File: src/rtl/bus_split.sv
// Splits a byte-addressed request of any alignment into one to three
// downstream sub-accesses and merges misaligned read data.
module bus_split #(
   parameter int TIMEOUT = 16
) (
   input  logic        clk,
   input  logic        rst,
   input  logic        s_valid,
   input  logic        s_write,
   input  logic [31:0] s_addr,
   input  logic [1:0]  s_size,
   input  logic [31:0] s_wdata,
   output logic        s_ready,
   output logic [31:0] s_rdata,
   output logic        s_err,
   output logic        m_valid,
   output logic        m_write,
   output logic [31:0] m_addr,
   output logic [1:0]  m_size,
   output logic [31:0] m_wdata,
   input  logic        m_ready,
   input  logic [31:0] m_rdata
);

   typedef enum logic [1:0] {IDLE, ISSUE, WAIT, DONE} state_t;

   state_t      r_state;
   logic        r_write;
   logic [31:0] r_addr;
   logic [1:0]  r_size;
   logic [31:0] r_wdata;
   logic [1:0]  r_idx;
   logic [7:0]  r_cnt;
   logic        r_err;
   logic [31:0] r_r1;

   logic [1:0]  w_off;
   logic        w_mis;
   logic [1:0]  w_last;
   logic [5:0]  w_sh;
   logic [31:0] w_a4;
   logic [1:0]  w_wsz2;
   logic [31:0] w_addr;
   logic [1:0]  w_size;
   logic [31:0] w_wdata;
   logic        w_tmo;
   logic [31:0] w_cap;
   logic [31:0] w_f1;
   logic [31:0] w_f2;
   logic [31:0] w_join;
   logic [31:0] w_merge;

   assign w_off  = r_addr[1:0];
   assign w_mis  = (r_size == 2'd1 && w_off == 2'd3) ||
                   (r_size == 2'd2 && w_off != 2'd0);
   assign w_last = !w_mis ? 2'd0 :
                   (r_write && r_size == 2'd2 && w_off == 2'd3) ? 2'd2 : 2'd1;
   assign w_sh   = {3'd4 - {1'b0, w_off}, 3'b000};
   assign w_a4   = {r_addr[31:2], 2'b00} + 32'd4;
   assign w_wsz2 = (r_size == 2'd2 && w_off != 2'd1) ? 2'd1 : 2'd0;
   assign w_tmo  = (r_cnt == 8'(TIMEOUT - 1));

   always_comb begin
      w_addr  = r_addr;
      w_size  = r_size;
      w_wdata = r_wdata;
      case (r_idx)
         2'd1: begin
            w_addr  = w_a4;
            w_size  = r_write ? w_wsz2 : 2'd2;
            w_wdata = r_wdata >> w_sh;
         end
         2'd2: begin
            w_addr  = w_a4 + 32'd2;
            w_size  = 2'd0;
            w_wdata = r_wdata >> 24;
         end
         default: ;
      endcase
   end

   // A timed-out sub-access contributes zero read data.
   assign w_cap  = m_ready ? m_rdata : 32'd0;
   assign w_f1   = (r_idx == 2'd0) ? w_cap : r_r1;
   assign w_f2   = (r_idx == 2'd1) ? w_cap : 32'd0;
   assign w_join = w_f1 | (w_f2 << w_sh);

   always_comb begin
      w_merge = w_join;
      case (r_size)
         2'd1:    w_merge = {16'd0, w_join[15:0]};
         2'd2:    w_merge = w_join;
         default: w_merge = {24'd0, w_join[7:0]};
      endcase
   end

   always_ff @(posedge clk or posedge rst) begin
      if (rst) begin
         r_state <= IDLE;
         r_write <= 1'b0;
         r_addr  <= '0;
         r_size  <= '0;
         r_wdata <= '0;
         r_idx   <= '0;
         r_cnt   <= '0;
         r_err   <= 1'b0;
         r_r1    <= '0;
         s_ready <= 1'b0;
         s_err   <= 1'b0;
         s_rdata <= '0;
         m_valid <= 1'b0;
         m_write <= 1'b0;
         m_addr  <= '0;
         m_size  <= '0;
         m_wdata <= '0;
      end else begin
         m_valid <= 1'b0;
         s_ready <= 1'b0;
         s_err   <= 1'b0;
         case (r_state)
            IDLE: begin
               if (s_valid) begin
                  r_write <= s_write;
                  r_addr  <= s_addr;
                  r_size  <= s_size;
                  r_wdata <= s_wdata;
                  r_idx   <= '0;
                  r_err   <= 1'b0;
                  r_r1    <= '0;
                  r_state <= ISSUE;
               end
            end
            ISSUE: begin
               m_valid <= 1'b1;
               m_write <= r_write;
               m_addr  <= w_addr;
               m_size  <= w_size;
               m_wdata <= w_wdata;
               r_cnt   <= '0;
               r_state <= WAIT;
            end
            WAIT: begin
               // m_ready wins over an expiring timeout.
               if (m_ready || w_tmo) begin
                  if (!m_ready) r_err <= 1'b1;
                  if (r_idx == 2'd0) r_r1 <= w_cap;
                  if (r_idx == w_last) begin
                     s_ready <= 1'b1;
                     s_err   <= r_err | ~m_ready;
                     if (!r_write) s_rdata <= w_merge;
                     r_state <= DONE;
                  end else begin
                     r_idx   <= r_idx + 2'd1;
                     r_state <= ISSUE;
                  end
               end else begin
                  r_cnt <= r_cnt + 8'd1;
               end
            end
            DONE: r_state <= IDLE;
            default: r_state <= IDLE;
         endcase
      end
   end

endmodule
File: config.mk
export PLATFORM = sky130hd
export DESIGN_NAME = bus_split
export DESIGN_NICKNAME = d
export VERILOG_FILES = /design/src/rtl/bus_split.sv
export SDC_FILE = /design/constraint.sdc
export NUM_CORES = 1
export LEC_CHECK = 0
export ABC_AREA = 1
export BUFFER_PORTS_ARGS = -buffer_cell sky130_fd_sc_hd__buf_4
export CAP_MARGIN = 10
export CORE_ASPECT_RATIO = 0.75
export CORE_MARGIN = 2
export CORE_UTILIZATION = 24
export DETAILED_ROUTE_END_ITERATION = 8
export PLACE_DENSITY_LB_ADDON = 0.2
export SETUP_SLACK_MARGIN = 0.3
export SYNTH_ARGS = -nofsm -noshare
export SYNTH_HDL_FRONTEND = slang
export SYNTH_SLANG_ARGS = --single-unit
export TNS_END_PERCENT = 10
File: constraint.sdc
create_clock -name clk -period 8.08 [get_ports clk]
set_clock_uncertainty 0.2 [all_clocks]
set_input_delay 0.404 -clock clk [delete_from_list [all_inputs] [get_ports clk]]
set_output_delay 0.404 -clock clk [all_outputs]
set_load 0.005 [all_outputs]
# ---- Yosys cells after proc, flatten, opt, wreduce, memory -nomap -nowiden
# Cells that the tools add are included.
dict set report op_classes {
  addsub 5
  n_mul 0
  div 0
  magnitude_cmp 0
  n_eq_ne 16
  shift 2
  n_mux 35
  n_bitwise 4
  n_reduce_logical 19
}
# op n
set ops {}
lappend ops {{32-bit one-hot mux with 2 select lines} 4}
lappend ops {{32-bit two-way mux} 5}
lappend ops {{32-bit by 2-bit adder with 32-bit output (second input constant)} 1}
lappend ops {{32-bit by 3-bit adder with 32-bit output (second input constant)} 1}
lappend ops {{32-bit bitwise OR} 1}
lappend ops {{32-bit by 6-bit << shifter with 32-bit output} 1}
lappend ops {{32-bit by 6-bit >> shifter with 32-bit output} 1}
lappend ops {{2-bit two-way mux} 9}
lappend ops {{8-bit one-hot mux with 2 select lines} 1}
lappend ops {{4-bit AND reduction} 3}
lappend ops {{1-bit two-way mux} 11}
lappend ops {{2-bit == test (second input constant)} 5}
lappend ops {{2-bit != test (second input constant)} 5}
lappend ops {{8-bit by 1-bit adder with 8-bit output (second input constant)} 1}
lappend ops {{8-bit by 4-bit == test with 1-bit output (second input constant)} 1}
lappend ops {{8-bit two-way mux} 1}
lappend ops {{2-bit one-hot mux with 2 select lines} 2}
lappend ops {{2-bit one-hot mux with 4 select lines} 1}
lappend ops {{2-bit by 1-bit == test with 1-bit output (second input constant)} 3}
lappend ops {{2-bit AND reduction} 3}
lappend ops {{2-bit nonzero test} 3}
lappend ops {{1-bit logical AND} 5}
lappend ops {{2-bit logical NOT} 2}
lappend ops {{3-bit AND reduction} 1}
lappend ops {{other kinds (8)} 10}
dict set report word_totals {
  regBits 214
  latch_bits 0
  ram_bits 0
  rom_bits 0
  memories 0
}

# ---- Depth between registers and ports, before layout
dict set report logic_depth {
  ltp_word 9
  ltp_mapped 17
  ltp_nobuf 13
}

# ---- Least setup slack after synthesis
# Ideal clock, no wire load.
dict set report synth_path {
  path_kind {register -> register}
  from {register r_addr[0]}
  to {register m_wdata[8]}
  setup_ns 0.077
  arrival_time_ns 2.107
  t_required_ns 7.803
  path_slack_ns 5.695
  path_stages_with_launch 12
  period_less_slack_ns 2.385
  path_cell_list {dfrtp_1 > buf_2 > inv_2 > clkbuf_1 > ha_1 > buf_2 > clkinv_1 > clkbuf_1 > o21ai_0 > o22ai_1 > nand2_1 > a21oi_1}
}
dict set report synth_between {
  elab_chain_cells 3
}
# item line_no
set synth_rtl {}
lappend synth_rtl {{start: declaration} 29} ;# logic [31:0] r_addr;
lappend synth_rtl {{start signal: assignment} 124} ;# r_addr <= s_addr;
lappend synth_rtl {{3-bit by 2-bit subtractor with 3-bit output} 58} ;# assign w_sh = {3'd4 - {1'b0, w_off}, 3'b000};
lappend synth_rtl {{32-bit by 6-bit >> shifter with 32-bit output} 71} ;# w_wdata = r_wdata >> w_sh;
lappend synth_rtl {{32-bit one-hot mux with 2 select lines} 67} ;# case (r_idx)
lappend synth_rtl {{end signal: assignment} 138} ;# m_wdata <= w_wdata;
lappend synth_rtl {{end: declaration} 20} ;# output logic [31:0] m_wdata,
# No other way between the ends.
# A chain may end at the register's enable or synchronous reset.

# ---- Worst setup path after layout
dict set report layout_path {
  from {register r_addr[0]}
  to {register s_rdata[14]}
}
dict set report layout_between {
  elab_chain_cells 6
}
# item line_no
set layout_rtl {}
lappend layout_rtl {{branches (longest 6 deep; another with 3-bit by 2-bit subtractor with 3-bit output)} -}
lappend layout_rtl {{end signal: assignment} 150} ;# if (!r_write) s_rdata <= w_merge;
lappend layout_rtl {{end: declaration} 14} ;# output logic [31:0] s_rdata,
# Parallel ways; which one is timed is not known.

==> results.json <==
{
  "p_leak_nw": 7.090,
  "layout-drive-gt1-share_pct": 19.08,
  "place.port_buffers": 204,
  "cp-end-kind": "register",
  "rsz0062_at_grt": "false",
  "swShare_pct": 43.24,
  "internal_power_mw": 3.223,
  "slowest_stage": "clkinv_1",
  "ys_seq_area_share_pct": 48.27,
  "antenna_found_initial": 3,
  "routed_via_density": 4.691,
  "syn-instance-count": 1422,
  "finalWorstPathRequiredPeriod_ns": 4.334,
  "synth_xor_area_share_pct": 0.1579,
  "first_iter_violations": 921,
  "htree_levels": 1,
  "netlist_area_um2": 11090,
  "final.setup.tns_ns": 0,
  "num-nets-final": 1767,
  "async_reset_ff_share_pct": 100.0,
  "antenna_left": 0,
  "cts_tree": "built",
  "required_ns": 8.32,
  "multiInputGateArea_um2": 5012,
  "critPathKind": "register to register",
  "avgSynthCellArea_um2": 7.802,
  "setup-violations-final": 0,
  "drc": 0,
  "cts_buffers": 26,
  "outcome": "completed",
  "clock-sinks": 214,
  "seq_area_um2": 5356,
  "tightestPinTransition_ns": 1.109,
  "synth_compound_gate_area_share_pct": 15.54,
  "dp_hpwl_mm": 27.05,
  "slowest_delay_ns": 0.94,
  "cts_hold_buf": 68,
  "place_congestion": 0.8584,
  "grt_max_degree": 76,
  "ff2ff_setup_slack_ns": 3.75,
  "cp_max_fo": 35,
  "drtPass1Iterations": 5,
  "seqPwrFrac_pct": 32.7,
  "timing.critical_path.buf_inv": 3,
  "rows": 68,
  "cts_setup_buffers": 0,
  "maxCapViolations": 0,
  "cellPowerDensity_nw_per_um2": 387.2,
  "die_h_um": 190.2,
  "top_level_ports": 205,
  "synth_mux_area_share_pct": 2.334,
  "syn_nets": 1537,
  "hold_viol": 0,
  "wl_mm": 39.40,
  "worstSkewPairLatency_ns": 0.55,
  "ir_worst_vdd_v": 0.0002075,
  "grt.total_usage_pct": 16.30,
  "wire_per_inst_um": 17.36,
  "clk_path_buf_depth": 3,
  "start_util_pct": 24.19,
  "grt_pass1_wl_mm": 61.71,
  "design.core.area_um2": 45860,
  "dieArea_um2": 47980,
  "synth_seq_cells": 214,
  "worstSetupStartpointType": "register",
  "whs_ns": 0.1211,
  "drv_slew": 0,
  "vias": 10650,
  "synthAdderAreaFrac_pct": 1.353,
  "ys_warn_count": 0,
  "max-slew-margin-rel_pct": 26.07,
  "synth_edf_count": 0,
  "p_comb_share_pct": 45.6,
  "max_freq_mhz": 230.7,
  "cts-resized-gates": 0,
  "netSwitchingPower_mw": 2.456,
  "die_x_um": 252.3,
  "synthDistinctLibCells": 37,
  "cts_root_buf": "clkbuf_16",
  "hold_class": "primary input to register",
  "pwr-share-clk_pct": 21.8,
  "syn2layout_area_growth_pct": 32.21,
  "crit_family": "buffers and inverters",
  "synth-main-ff-cell": "dfrtp_1",
  "gr-total-overflow": 0,
  "num-fill-cells": 4858,
  "grt_pass1_vias": 10390,
  "layout_common_cells": "nand2_1 (439), dfrtp_1 (213), buf_4 (212)",
  "synth_top_family_by_area": "simple AND/OR/NAND/NOR gates",
  "cp_cell_sequence": "inv_2, ha_1, clkinv_1, nand2_1, inv_1, nand2_1, a21oi_1, nand2_1, nand2_1",
  "cp_common_cell": "nand2_1",
  "synth_simple_gate_area_share_pct": 25.63,
  "path_clk_slew_ns": 0.07,
  "period_share_pct": 53.64,
  "final_common_cell": "nand2_1",
  "arrival_ns": 4.57
}
[through the flow]
step           cells  utilization (%)  power, mW  cell area [um^2]  setup WS [ns]
6_report        2269            31.98      5.679             14670          3.746
5_1_grt         2268            31.98      6.142             14670          3.417
4_1_cts         2267            31.97      5.738             14660          3.707
3_5_place_dp    2151            28.53      4.438             13080          3.730
3_3_place_gp    2151            28.53      4.416             13080          3.793
2_1_floorplan   1422                -      3.414             11090          1.625
[layout make-up]
class	instances	share of cell area, %
clock inverters	15	1.169
inverters	98	2.576
repair buffers	280	15.49
flip-flops and latches	214	36.52
diodes	2	0.03412
multi-input cells	1032	34.17
clock buffers	33	4.965
well taps	595	5.075
[path summary, 6_finish.rpt]
path / startpoint / end / cells past startpoint
hold reg to reg: s_rdata[31]$_DFFE_PP0P_ / s_rdata[31]$_DFFE_PP0P_ / 2
setup reg to reg: r_addr[0]$_DFFE_PP0P_ / s_rdata[14]$_DFFE_PP0P_ / 9
setup / recovery: r_addr[0]$_DFFE_PP0P_ / s_rdata[14]$_DFFE_PP0P_ / 9
max in group asynchronous: rst / s_rdata[18]$_DFFE_PP0P_ / 4
hold / removal: m_rdata[25] / r_r1[25]$_DFFE_PP0P_ / 5
min in group asynchronous: rst / m_valid$_DFF_PP0_ / 3
[state kept, by name (all words and copies together) (netlist names), 2 cells and up]
name     count
r_size       2
s_rdata     32
r_addr      32
r_r1        32
m_addr      32
m_wdata     32
r_wdata     32
r_idx        2
r_state      2
r_cnt        8
m_size       2
[worst register-to-register path, delay by kind of cell (launching register included)]
family          cells  cell delay, ns
flops               1            0.40
buf+inv             3            1.73
fa+ha+maj           1            0.87
simple gates        4            0.96
compound gates      1            0.07
[routing by layer]
metal  part of all wire [%]  vias up  wire, um  track usage [%]
li1                       -     5179         -                -
met4                    2.4        2       943            4.051
met3                    5.7       62      2264            3.325
met2                     43      293     16960            24.27
met1                     49     5109     19210            23.99
met5                  0.033        -        13                0
[kinds of logic (layout without fill, tap and decap cells)]
family,after synthesis,count (layout)
xor+xnor,2,2
other cells,0,2
fa+ha+maj,12,12
flops,214,214
mux,23,23
compound gates,301,301
buf+inv,176,426
simple gates,694,694
[synth_stat cells (3+ instances only)]
| cell | n | share of area, % |
|---|---|---|
| inv_2 | 6 | 0.20 |
| nand2_1 | 440 | 15 |
| buf_2 | 26 | 1.2 |
| clkbuf_1 | 33 | 1.1 |
| buf_1 | 12 | 0.41 |
| nor3_1 | 5 | 0.23 |
| nand3_1 | 82 | 3.7 |
| nor2_1 | 127 | 4.3 |
| nor2_4 | 3 | 0.30 |
| o31ai_2 | 7 | 0.79 |
| ha_1 | 12 | 1.4 |
| mux2_2 | 23 | 2.3 |
| a21oi_1 | 124 | 5.6 |
| inv_1 | 90 | 3.0 |
| dfrtp_1 | 214 | 48 |
| nor2_2 | 5 | 0.28 |
| buf_6 | 6 | 0.61 |
| o31ai_1 | 28 | 1.9 |
| o22ai_1 | 25 | 1.4 |
| nand2_2 | 7 | 0.39 |
| nand4_1 | 21 | 1.2 |
| o21ai_1 | 16 | 0.72 |
| o211ai_1 | 18 | 1.2 |
| o21ai_0 | 79 | 3.6 |
[power by group through the flow]
stage	Clock, mW	Combinational, mW	Sequential [mW]
2_1_floorplan	0	1.63	1.78
3_3_place_gp	0	2.55	1.87
3_5_place_dp	0	2.57	1.86
4_1_cts	1.27	2.61	1.85
5_1_grt	1.32	2.91	1.91
6_report	1.24	2.59	1.86
No activity file was read; power rests on OpenSTA's default activity.
